--- src/rtl/axi_ready_gen_mc.sv ---
// Multi-channel AXI READY generator: per-channel ALWAYS / OSC / OSC_ON_VALID / RANDOM
// ready patterns with saturating per-channel handshake counters.
module axi_ready_gen_mc #(
  parameter int          NUM_CH    = 2,
  parameter int          CNT_W     = 8,
  parameter int          HS_W      = 16,
  parameter logic [15:0] LFSR_SEED = 16'hACE1
) (
  input  logic                    ACLK,
  input  logic                    ARESETN,
  input  logic [NUM_CH-1:0]       cfg_load,
  input  logic [2*NUM_CH-1:0]     cfg_mode,
  input  logic [CNT_W*NUM_CH-1:0] cfg_low_time,
  input  logic [CNT_W*NUM_CH-1:0] cfg_high_time,
  input  logic [NUM_CH-1:0]       valid_in,
  output logic [NUM_CH-1:0]       ready_out,
  output logic [HS_W*NUM_CH-1:0]  hs_count
);

  typedef enum logic [1:0] {
    M_ALWAYS    = 2'd0,
    M_OSC       = 2'd1,
    M_OSC_VALID = 2'd2,
    M_RANDOM    = 2'd3
  } mode_e;

  typedef enum logic {
    PH_LOW  = 1'b0,
    PH_HIGH = 1'b1
  } phase_e;

  logic [15:0]       lfsr_q, lfsr_d;
  logic [NUM_CH-1:0] rdy_q, rdy_d;
  mode_e             mode_q  [NUM_CH];
  mode_e             mode_d  [NUM_CH];
  logic [CNT_W-1:0]  low_q   [NUM_CH];
  logic [CNT_W-1:0]  low_d   [NUM_CH];
  logic [CNT_W-1:0]  high_q  [NUM_CH];
  logic [CNT_W-1:0]  high_d  [NUM_CH];
  phase_e            state_q [NUM_CH];
  phase_e            state_d [NUM_CH];
  logic [CNT_W-1:0]  cnt_q   [NUM_CH];
  logic [CNT_W-1:0]  cnt_d   [NUM_CH];
  logic [HS_W-1:0]   hs_q    [NUM_CH];
  logic [HS_W-1:0]   hs_d    [NUM_CH];

  always_comb begin
    logic             adv;
    logic [CNT_W-1:0] high_last;
    adv       = 1'b0;
    high_last = '0;
    lfsr_d    = {lfsr_q[14:0], lfsr_q[15] ^ lfsr_q[13] ^ lfsr_q[12] ^ lfsr_q[10]};
    rdy_d     = '0;
    for (int unsigned i = 0; i < NUM_CH; i++) begin
      mode_d[i]  = mode_q[i];
      low_d[i]   = low_q[i];
      high_d[i]  = high_q[i];
      state_d[i] = state_q[i];
      cnt_d[i]   = cnt_q[i];
      hs_d[i]    = hs_q[i];

      // Handshake uses the ready currently on the bus, so it counts even on a load cycle.
      if (valid_in[i] && rdy_q[i] && (hs_q[i] != '1)) begin
        hs_d[i] = hs_q[i] + HS_W'(1);
      end

      adv       = (mode_q[i] == M_OSC) || ((mode_q[i] == M_OSC_VALID) && valid_in[i]);
      // A zero high time behaves as one cycle so the channel can never stall low.
      high_last = (high_q[i] == '0) ? '0 : high_q[i] - CNT_W'(1);

      if (cfg_load[i]) begin
        mode_d[i]  = mode_e'(cfg_mode[2*i +: 2]);
        low_d[i]   = cfg_low_time[CNT_W*i +: CNT_W];
        high_d[i]  = cfg_high_time[CNT_W*i +: CNT_W];
        state_d[i] = PH_LOW;
        cnt_d[i]   = '0;
        rdy_d[i]   = (mode_e'(cfg_mode[2*i +: 2]) == M_ALWAYS);
      end else begin
        if (adv) begin
          if (state_q[i] == PH_LOW) begin
            if ((low_q[i] == '0) || (cnt_q[i] == low_q[i] - CNT_W'(1))) begin
              state_d[i] = PH_HIGH;
              cnt_d[i]   = '0;
            end else begin
              cnt_d[i] = cnt_q[i] + CNT_W'(1);
            end
          end else if (cnt_q[i] == high_last) begin
            // With no low phase the channel re-enters HIGH directly.
            state_d[i] = (low_q[i] == '0) ? PH_HIGH : PH_LOW;
            cnt_d[i]   = '0;
          end else begin
            cnt_d[i] = cnt_q[i] + CNT_W'(1);
          end
        end
        case (mode_q[i])
          M_ALWAYS: rdy_d[i] = 1'b1;
          M_RANDOM: rdy_d[i] = lfsr_q[4'(i % 16)];
          default:  rdy_d[i] = (state_d[i] == PH_HIGH);
        endcase
      end
    end
  end

  always_ff @(posedge ACLK) begin
    if (!ARESETN) begin
      lfsr_q <= LFSR_SEED;
      rdy_q  <= '0;
      for (int unsigned i = 0; i < NUM_CH; i++) begin
        mode_q[i]  <= M_ALWAYS;
        low_q[i]   <= CNT_W'(1);
        high_q[i]  <= CNT_W'(1);
        state_q[i] <= PH_LOW;
        cnt_q[i]   <= '0;
        hs_q[i]    <= '0;
      end
    end else begin
      lfsr_q  <= lfsr_d;
      rdy_q   <= rdy_d;
      mode_q  <= mode_d;
      low_q   <= low_d;
      high_q  <= high_d;
      state_q <= state_d;
      cnt_q   <= cnt_d;
      hs_q    <= hs_d;
    end
  end

  assign ready_out = rdy_q;

  for (genvar g = 0; g < NUM_CH; g++) begin : g_hs
    assign hs_count[HS_W*g +: HS_W] = hs_q[g];
  end

endmodule

--- config.mk ---
export PLATFORM = sky130hd
export DESIGN_NAME = axi_ready_gen_mc
export DESIGN_NICKNAME = d
export VERILOG_FILES = /design/src/rtl/axi_ready_gen_mc.sv
export SDC_FILE = /design/constraint.sdc
export NUM_CORES = 1
export LEC_CHECK = 0
export CAP_MARGIN = 5
export CORE_ASPECT_RATIO = 1.5
export CORE_UTILIZATION = 50
export CTS_CLUSTER_DIAMETER = 50
export CTS_CLUSTER_SIZE = 30
export DETAILED_ROUTE_END_ITERATION = 8
export PLACE_DENSITY = 0.77
export SETUP_SLACK_MARGIN = 0.1
export SLEW_MARGIN = 30
export SYNTH_ARGS = -nofsm -noshare
export SYNTH_HDL_FRONTEND = slang
export SYNTH_SLANG_ARGS = --single-unit
--- constraint.sdc ---
create_clock -name ACLK -period 2.3 [get_ports ACLK]
set_input_delay 0.46 -clock ACLK [delete_from_list [all_inputs] [get_ports ACLK]]
set_output_delay 0.46 -clock ACLK [all_outputs]
set_load 0.01 [all_outputs]
==> flow_summary.yaml <==
logic_synthesis:
  ys_top_cells_by_count: "dfxtp_1, nor2_1, nor2b_1, xnor2_1, nand2_1"
  syn_nets: 676
  synth_cell_types: 60
  yosys_most_used_dff: "dfxtp_1"
  seq_area_frac_synth_pct: 37.4
  synthesis.area_mm2: 0.00556
  synth.area.top_cells: "dfxtp_1, mux2i_1, xnor2_1"
  synth_edf_count: 0
  syn_avg_cell_area_um2: 9.03
  ys_async_sr_fraction_pct: 0
  syn_inst: 616
  post-synth-top-count-cell: "dfxtp_1"
  ys_warn_count: 0
  synth_seq_cells: 104
  yosys.area.top_type: "dfxtp_1"
  yosys.area.top_type_share_pct: 37.4
route:
  drt_iter0_markers: 132
  vias_per_cell: 5.44
  ant_nets: 0
  route.detailed.drc: 0
  finalWirelength_um: 12900
  num_vias: 4752
  wl_per_cell_um: 14.8
  firstDrtPassIters: 4
setup_path:
  cp_cell_sequence: "or4_4, o21a_1, or3_4, a2111oi_4, nand4_2, o32ai_2, a31oi_1"
  r2r-end: "ready_out[1]$_SDFF_PN0_"
  arrival_ps: 2660
  slowest_delay_ps: 560
  slowest_stage: "or4_4"
  r2r.worst_path.cells: 7
  reg2reg_from: "high_q[0]$_SDFFE_PN1P_"
  critical_path_class: "flop to flop"
  crit_required_ps: 2520
  rrSetupSlack_ps: -140
  critPathCaptureType: "flop"
  path_max_fanout: 3
  startpoint_type: "flop"
hold_path:
  hp-class: "flop to flop"
  holdPathEnd: "lfsr_q[10]$_SDFF_PN1_"
  hold-path-cell-count: 1
  hold_start: "lfsr_q[9]$_SDFF_PN0_"
clocking:
  clkSinkCount: 104
  holdBufCountCts: 0
  cts_tree: "yes"
  htree_levels: 3
  cts-root-buf: "clkbuf_16"
  path_clk_slew_ps: 70
  numCtsBuffers: 9
  clk_latency_ps: 340
  cts_buffer_depth: 2
placed_design:
  place.gp.congestion: 0.843
  place_hpwl_um: 9400
  dp_cells: 855
  io_buffers: 75
  place_ws_ps: -228
timing:
  holdWs_ps: 402
  fin_crit_sh_pct: 106
  final-max-slew-violation-count: 0
  fmax_mhz: 410
  skew_ps: 6.52
  relSlewSlack_pct: 64.9
  rsz0062_at_grt: "true"
  setup_ws_ps: -138
  setup_viol: 20
  min_period_ps: 2440
  worst_slew_pin_slew_ps: 527
  tns_ps: -1630
  hold_violations: 0
cells_and_area:
  layout-area-overhead-vs-synth_pct: 28.6
  drive_above_1_share_pct: 13.2
  antenna_cells_inserted: 0
  fin_cells: 873
  fin_nets: 785
die:
  initial_core_util_pct: 52.0
  fp.dieW_um: 88.1
  die_h_um: 131
  pin_count: 76
  fp-row-count: 46
  fp.coreArea_mm2: 0.0107
  die-area_mm2: 0.0116
power_and_ir_drop:
  fin_total_pwr_uw: 3970
  p_per_area_mw_per_mm2: 555
  p_leak_uw: 0.00281
  vdd_ir_drop_max_mv: 0.361
global_route:
  grt_pass1_wl_um: 21400
  antenna_found_initial: 0
  overflow: 0
  grt_max_degree: 69
  grt_pass1_vias: 4794
  track_usage_pct: 23.1
flow_run:
  cap_viol_max_count: 0
status:
  status: "finished with violations"
  violations: "setup timing"
[routing by layer]
layer / track usage (%) / up-vias / routed length (um)
li1: - / 2357 / -
met1: 25.0 / 2275 / 5070
met2: 43.1 / 93 / 7100
met3: 4.02 / 27 / 407
met4: 8.87 / 0 / 310
met5: 0 / - / 0
[final cells by class]
type / instances / area, um^2
repair buffers: 123 / 1110
clock buffers: 11 / 233
clock inverters: 4 / 30.0
fillers: 904 / 3550
multi-input cells: 468 / 3450
inverters: 19 / 71.3
flip-flops and latches: 104 / 2090
well taps: 144 / 180
[worst max path at each step]
stage               cells past startpoint  slack, ps                      end                   start
finish                                  7       -140  ready_out[1]$_SDFF_PN0_  high_q[0]$_SDFFE_PN1P_
global route                            7       -260  ready_out[1]$_SDFF_PN0_  high_q[0]$_SDFFE_PN1P_
CTS                                     7       -120  ready_out[1]$_SDFF_PN0_  high_q[0]$_SDFFE_PN1P_
detailed placement                     10       -230  ready_out[0]$_SDFF_PN0_  high_q[8]$_SDFFE_PN1P_
global placement                       10       -120  ready_out[0]$_SDFF_PN0_  high_q[8]$_SDFFE_PN1P_
floorplan                               8        -50  ready_out[1]$_SDFF_PN0_  high_q[2]$_SDFFE_PN0P_
[state kept, by name (all words and copies together) (netlist names)]
name,count
ready_out,2
state_q,2
mode_q,4
high_q,16
cnt_q,16
low_q,16
hs_count,32
lfsr_q,16
[report_power, final]
group          internal [uW]  switching [uW]  total [uW]
clock network            735             658        1390
logic                    342             300         642
registers               1870            63.8        1930
total                   2950            1020        3970
[through the flow]
step           instance area [um^2]  utilization [%]
5_1_grt                        7150             66.8
2_1_floorplan                  5580                -
3_5_place_dp                   6730             62.9
4_1_cts                        7100             66.3
3_3_place_gp                   6730             62.9
6_report                       7150             66.8
[logic make-up (layout without fill, tap and decap cells)]
kind of cell,Yosys count,count (layout),share of synthesized area [%]
compound gates,86,86,11.7
xor+xnor,67,67,10.8
fa+ha+maj,18,18,4.05
buf+inv,44,157,3.13
flops,104,104,37.4
mux,36,36,6.48
simple gates,261,261,26.3
[cells in the final DEF, fill, tap and decap left out, types with 5 or more instances in the layout]
master           count
and3_1              10
nor3_1               9
o211ai_1            12
mux2i_1             36
or3_1               11
a21boi_1             5
nand4_1              9
nor2b_1             39
xor2_1              28
clkbuf_16            9
nor2_1              39
inv_1               18
and2_1              34
o21ai_0             14
dfxtp_1            101
nand2_1             37
ha_1                17
nand3_1             22
a21oi_1              9
buf_4               48
nand2b_1            17
xnor2_1             38
clkdlybuf4s50_1     74
[worst max-delay path, delay by kind of cell, from the launching register on]
kind	cells	cell delay, ps
AOI/OAI and AO/OA	4	930
DFF	1	330
and+or+nand+nor	3	1060
[repair_timing]
| item | 4_1_cts | 5_1_grt |
|---|---|---|
| gates resized for setup | 15 | 11 |
| setup buffers | 3 | 0 |
| pin swaps | 9 | 11 |
| setup endpoints to repair | 20 | 21 |
(Power assumes the default switching activity.)
